## src/rtl/stopwatch_pkg.sv

```systemverilog
// Shared types and constants for the stopwatch control block.
//   state_e   : run/pause/reset FSM encoding (2 bits)
//   CS_MAX, SEC_MAX, MIN_MAX : last BCD value of each count stage
//   calc_div  : prescaler division ratio from clock and tick rates
package stopwatch_pkg;

    typedef enum logic [1:0] {
        IDLE  = 2'd0,
        RUN   = 2'd1,
        PAUSE = 2'd2
    } state_e;

    localparam logic [7:0] CS_MAX  = 8'h99;
    localparam logic [7:0] SEC_MAX = 8'h59;
    localparam logic [7:0] MIN_MAX = 8'h59;

    // Clock cycles per centisecond tick; callers must keep the result >= 2.
    function automatic int unsigned calc_div(input int unsigned clk_hz,
                                             input int unsigned tick_hz);
        return clk_hz / tick_hz;
    endfunction

endpackage

```

## src/rtl/bcd_mod_counter.sv

```systemverilog
// Two-digit packed-BCD modulo counter, 00..MAX_BCD.
//   clk, rst : clock, asynchronous active-high reset
//   clr      : synchronous clear, dominates inc
//   inc      : advance by one
//   q        : count {tens, ones}
//   co       : combinational carry, inc while q == MAX_BCD
module bcd_mod_counter
    import stopwatch_pkg::*;
#(
    parameter logic [7:0] MAX_BCD = CS_MAX
) (
    input  logic       clk,
    input  logic       rst,
    input  logic       clr,
    input  logic       inc,
    output logic [7:0] q,
    output logic       co
);

    logic [7:0] r_q;
    logic [7:0] w_q_inc;

    always_comb begin
        w_q_inc = r_q;
        if (r_q == MAX_BCD) begin
            w_q_inc = 8'h00;
        end else if (r_q[3:0] == 4'h9) begin
            w_q_inc = {r_q[7:4] + 4'h1, 4'h0};
        end else begin
            w_q_inc = {r_q[7:4], r_q[3:0] + 4'h1};
        end
    end

    // Only written on clr/inc so the count holds untouched between ticks.
    always_ff @(posedge clk or posedge rst) begin
        if (rst) begin
            r_q <= 8'h00;
        end else if (clr) begin
            r_q <= 8'h00;
        end else if (inc) begin
            r_q <= w_q_inc;
        end
    end

    assign q  = r_q;
    assign co = inc && (r_q == MAX_BCD);

endmodule

```

## src/rtl/stopwatch_ctrl.sv

```systemverilog
// Stopwatch control: run/pause/clear FSM, centisecond prescaler and mm:ss.cc
// packed-BCD count chain.
//   clk, rst   : system clock (1 kHz nominal), asynchronous active-high reset
//   key_rst_en : one-cycle clear request (wins over everything else)
//   key_ps_en  : one-cycle start/pause toggle
//   running    : registered, high while in RUN
//   cs_bcd, sec_bcd, min_bcd : registered BCD count
//   wrap       : one-cycle pulse after 59:59.99 rolls to 00:00.00
module stopwatch_ctrl
    import stopwatch_pkg::*;
#(
    parameter int unsigned CLK_HZ  = 1000,
    parameter int unsigned TICK_HZ = 100,
    parameter int unsigned DIV_W   = 4
) (
    input  logic       clk,
    input  logic       rst,
    input  logic       key_rst_en,
    input  logic       key_ps_en,
    output logic       running,
    output logic [7:0] cs_bcd,
    output logic [7:0] sec_bcd,
    output logic [7:0] min_bcd,
    output logic       wrap
);

    localparam int unsigned     DIV        = calc_div(CLK_HZ, TICK_HZ);
    localparam logic [DIV_W-1:0] PRESC_LAST = DIV_W'(DIV - 1);

    state_e           r_state;
    state_e           w_state_d;
    logic [DIV_W-1:0] r_presc;
    logic [DIV_W-1:0] w_presc_d;
    logic             r_running;
    logic             r_wrap;
    logic             w_tick;
    logic             w_cs_co;
    logic             w_sec_co;
    logic             w_min_co;

    always_ff @(posedge clk or posedge rst) begin
        if (rst) begin
            r_state   <= IDLE;
            r_presc   <= '0;
            r_running <= 1'b0;
            r_wrap    <= 1'b0;
        end else begin
            r_state   <= w_state_d;
            r_presc   <= w_presc_d;
            r_running <= (w_state_d == RUN);
            r_wrap    <= w_min_co;
        end
    end

    always_comb begin
        w_state_d = r_state;
        w_presc_d = r_presc;
        w_tick    = 1'b0;
        unique case (r_state)
            IDLE: begin
                w_presc_d = '0;
                if (key_ps_en) begin
                    w_state_d = RUN;
                end
            end
            RUN: begin
                // A pause in the tick cycle still applies the tick first.
                if (r_presc == PRESC_LAST) begin
                    w_presc_d = '0;
                    w_tick    = 1'b1;
                end else begin
                    w_presc_d = r_presc + DIV_W'(1);
                end
                if (key_ps_en) begin
                    w_state_d = PAUSE;
                end
            end
            PAUSE: begin
                // Prescaler frozen so resuming loses no phase.
                if (key_ps_en) begin
                    w_state_d = RUN;
                end
            end
            default: begin
                w_state_d = IDLE;
                w_presc_d = '0;
            end
        endcase
        // Clear dominates start/pause and discards a coincident tick.
        if (key_rst_en) begin
            w_state_d = IDLE;
            w_presc_d = '0;
            w_tick    = 1'b0;
        end
    end

    bcd_mod_counter #(
        .MAX_BCD(CS_MAX)
    ) u_cs (
        .clk(clk),
        .rst(rst),
        .clr(key_rst_en),
        .inc(w_tick),
        .q  (cs_bcd),
        .co (w_cs_co)
    );

    bcd_mod_counter #(
        .MAX_BCD(SEC_MAX)
    ) u_sec (
        .clk(clk),
        .rst(rst),
        .clr(key_rst_en),
        .inc(w_cs_co),
        .q  (sec_bcd),
        .co (w_sec_co)
    );

    bcd_mod_counter #(
        .MAX_BCD(MIN_MAX)
    ) u_min (
        .clk(clk),
        .rst(rst),
        .clr(key_rst_en),
        .inc(w_sec_co),
        .q  (min_bcd),
        .co (w_min_co)
    );

    assign running = r_running;
    assign wrap    = r_wrap;

endmodule

```

## config.mk

```make
export PLATFORM = sky130hd
export DESIGN_NAME = stopwatch_ctrl
export DESIGN_NICKNAME = d
export VERILOG_FILES = /design/src/rtl/stopwatch_pkg.sv /design/src/rtl/bcd_mod_counter.sv /design/src/rtl/stopwatch_ctrl.sv
export SDC_FILE = /design/constraint.sdc
export NUM_CORES = 1
export LEC_CHECK = 0
export CORE_MARGIN = 2
export CORE_UTILIZATION = 35
export CTS_CLUSTER_DIAMETER = 40
export DETAILED_ROUTE_END_ITERATION = 10
export SLEW_MARGIN = 40
export SYNTH_ARGS = -nofsm -noshare
export SYNTH_HDL_FRONTEND = slang
export SYNTH_SLANG_ARGS = --single-unit
```

## constraint.sdc

```tcl
create_clock -name clk -period 1.79 [get_ports clk]
set_input_delay 0.358 -clock clk [delete_from_list [all_inputs] [get_ports clk]]
set_output_delay 0.358 -clock clk [all_outputs]
set_load 0.02 [all_outputs]
```

==> impl_results.md <==
* Inserted Clock Buffers at 5
* Antenna-violating nets left at 0
* Synthesized net count at 213
* Worst R2R End: u_sec.q[7]
* Placed cells at 324
* CTS tree: done
* Final Max Tran Viols at 0
* Max Clock Freq at 561 MHz
* Row cnt at 26
* Crit path max fanout at 5
* Core Area at 0.00517 sq mm
* Synth warnings at 0
* Area of the multi-input gates at 0.00109 sq mm
* VDD IR-drop max at 258 uV
* Distinct cell type count after synthesis at 45
* Root Driver: clkbuf_8
* Crit path launch type: flip-flop
* Clock transition at path regs at 0.07 ns
* GRT Util Overall at 0.160
* Global route total overflow at 0
* First-pass GRT wire length at 7800 um
* Die height at 77.7 um
* Drt initial violations at 38
* CP arrival at 1.95 ns
* Placer congestion estimate at 0.813
* Die area at 0.00604 sq mm
* Residual DRC count at 0
* Slowest cell on the critical path: dfrtp_2
* Most frequent cells after synthesis: dfrtp_1, nor2_1, ha_1
* Fin crit share at 0.995
* Hold crit path type: in -> async
* Initial antenna violation count at 0
* Most frequent cell after synthesis: dfrtp_1
* Dpl hpwl at 3220 um
* Fillers at 466
* Cells along the critical path: ha_1, and3b_2, and4_1, buf_4, and3_1, a221o_1
* Post-layout min period at 1.78 ns
* Synth area leaders: dfrtp_1, ha_1, o21ai_0
* Worst clock skew at 0.00188 ns
* Non-filler cells, final at 336
* CP required at 1.96 ns
* Vias in the first global route at 1702
* Cells after Synth at 195
* Sequential area share after synthesis at 0.421
* Fin util at 0.525
* Share of cells above drive strength 1 at 0.289
* NumNets Final at 283
* Final hold vios at 0
* Max Cap Violations at 0
* Run status: complete, no violations
* Max clock buf depth at 2
* Drt pass-1 iters at 4
* Setup crit end kind: flip-flop
* Worst Tran Pin Value at 0.484 ns
* Reg2reg setup slack at 0.009 ns
* DR vias/cell at 5.12
* Most used DFF post-synth: dfrtp_1
* Pwr Density at 520 mW/mm^2
* Syn_area_per_cell at 9.75 sq um
* Avg WL per Cell at 13.4 um
* CP max stage delay at 0.40 ns
* Final setup viols at 0
* Post-synth EDFFs at 0
* Asr flop ratio synth at 1.00
* Synth area leader: dfrtp_1
* Clk_lat worst skew at 0.28 ns
* Mapped Area at 0.00190 sq mm
* Max_slew headroom at 0.675
* Reg area at 808 sq um
* Unrepaired setup endpoints after global routing: yes
* Synthesis-to-layout area growth at 42.8%
* Worst reg-to-reg path cell count at 6
* H-tree depth at 2
* LEAKAGE at 1.19 nW
* CP Class: reg -> reg
* Initial Util at 0.368
* Drt total wl at 4520 um
* Area share of the largest cell type after synthesis at 0.421
* Input/output buffers at 29
* Reg-to-Reg Start: u_cs.q[0]
* CTS sink count at 32
* IO Count at 30
* TNS Setup at 0 ns
* Largest net degree at the start of global routing at 33
* N_diodes at 0
* Die Wd at 77.7 um
* Post-synthesis register bit count at 32
* Vias at 1721
## critical path: cells and delay by family (launching register included)
family | cells | cell delay, ns
AND/OR/NAND/NOR | 3 | 0.65
flip-flops | 1 | 0.40
adder cells (fa/ha/maj) | 1 | 0.21
buffers and inverters | 1 | 0.16
AO/OA/AOI/OAI | 1 | 0.25
## per-layer routing
layer	track usage	wire length, um	vias up
li1	-	-	852
met1	0.201	2100	834
met2	0.272	2230	28
met3	0.0291	128	7
met4	0.0643	67	0
met5	0	0	-
## logic make-up (layout without fill, tap and decap cells)
group / count (synthesis) / in the layout / synth area share
XOR/XNOR: 1 / 1 / 0.00461
adder cells (fa/ha/maj): 14 / 14 / 0.0921
multiplexers: 7 / 7 / 0.0388
AND/OR/NAND/NOR: 79 / 80 / 0.256
flip-flops: 32 / 32 / 0.421
buffers and inverters: 20 / 90 / 0.0461
AO/OA/AOI/OAI: 42 / 42 / 0.141
## worst max-delay path by stage
stage	from	endpoint	slack [ns]
after global placement	key_rst_en	u_min.q[1]	-0.28
after floorplan	u_cs.q[1]	u_min.q[7]	-0.02
after CTS	u_cs.q[0]	u_sec.q[7]	0.0009
final	u_cs.q[0]	u_sec.q[7]	0.009
after global routing	r_presc[1]	u_min.q[5]	-0.09
after detailed placement	key_rst_en	u_min.q[5]	-0.30
## where the power goes
group	total, mW	leakage [nW]	internal [mW]	switching, mW
clock	0.585	0.0455	0.314	0.272
sequential	0.736	0.434	0.729	0.00631
combinational	0.0916	0.714	0.0361	0.0556
total	1.41	1.19	1.08	0.334
## state kept, by name, indices dropped and copies added (netlist names)
name and flops:
r_presc 4, r_state 2, running 1, u_cs.q 8, u_min.q 8, u_sec.q 8
wrap 1
## layout by cell type (no fill, tap or decap), types with 6 or more instances in the layout
| cell | n |
|---|---|
| a21oi_1 | 9 |
| buf_4 | 41 |
| clkbuf_8 | 6 |
| clkdlybuf4s50_1 | 29 |
| dfrtp_1 | 26 |
| dfrtp_2 | 6 |
| ha_1 | 13 |
| inv_1 | 12 |
| nand2_1 | 8 |
| nand3_1 | 8 |
| nor2_1 | 15 |
| nor3_1 | 7 |
| o21ai_0 | 13 |
## final cells by class
type,instances,area share
Timing Repair Buffer,70,0.220
Sequential cell,32,0.298
Tap cell,70,0.0323
Inverter,12,0.0166
Clock buffer,8,0.0332
Multi-Input combinational cell,144,0.400
## timing repair
| action | CTS | global route |
|---|---|---|
| hold buffers | 0 | 0 |
| hold endpoints to repair | 0 | 0 |
| pin swaps | 2 | 4 |
| endpoints found under the setup margin | 4 | 15 |
| setup buffers | 3 | 0 |
| gates resized for setup | 3 | 10 |
| gates cloned | 1 | 0 |
## through the flow
stage | setup slack (ns) | instance area (sq um) | hold WS (ns) | power (mW)
after floorplan | -0.0216 | 1920 | 0.474 | 0.797
after global placement | -0.277 | 2530 | 0.519 | 0.838
after detailed placement | -0.298 | 2530 | 0.524 | 0.839
after CTS | 0.000942 | 2670 | 0.488 | 1.43
after global routing | -0.0932 | 2720 | 0.517 | 1.47
final | 0.00886 | 2720 | 0.468 | 1.41
Power figures use the tool's default switching activity.
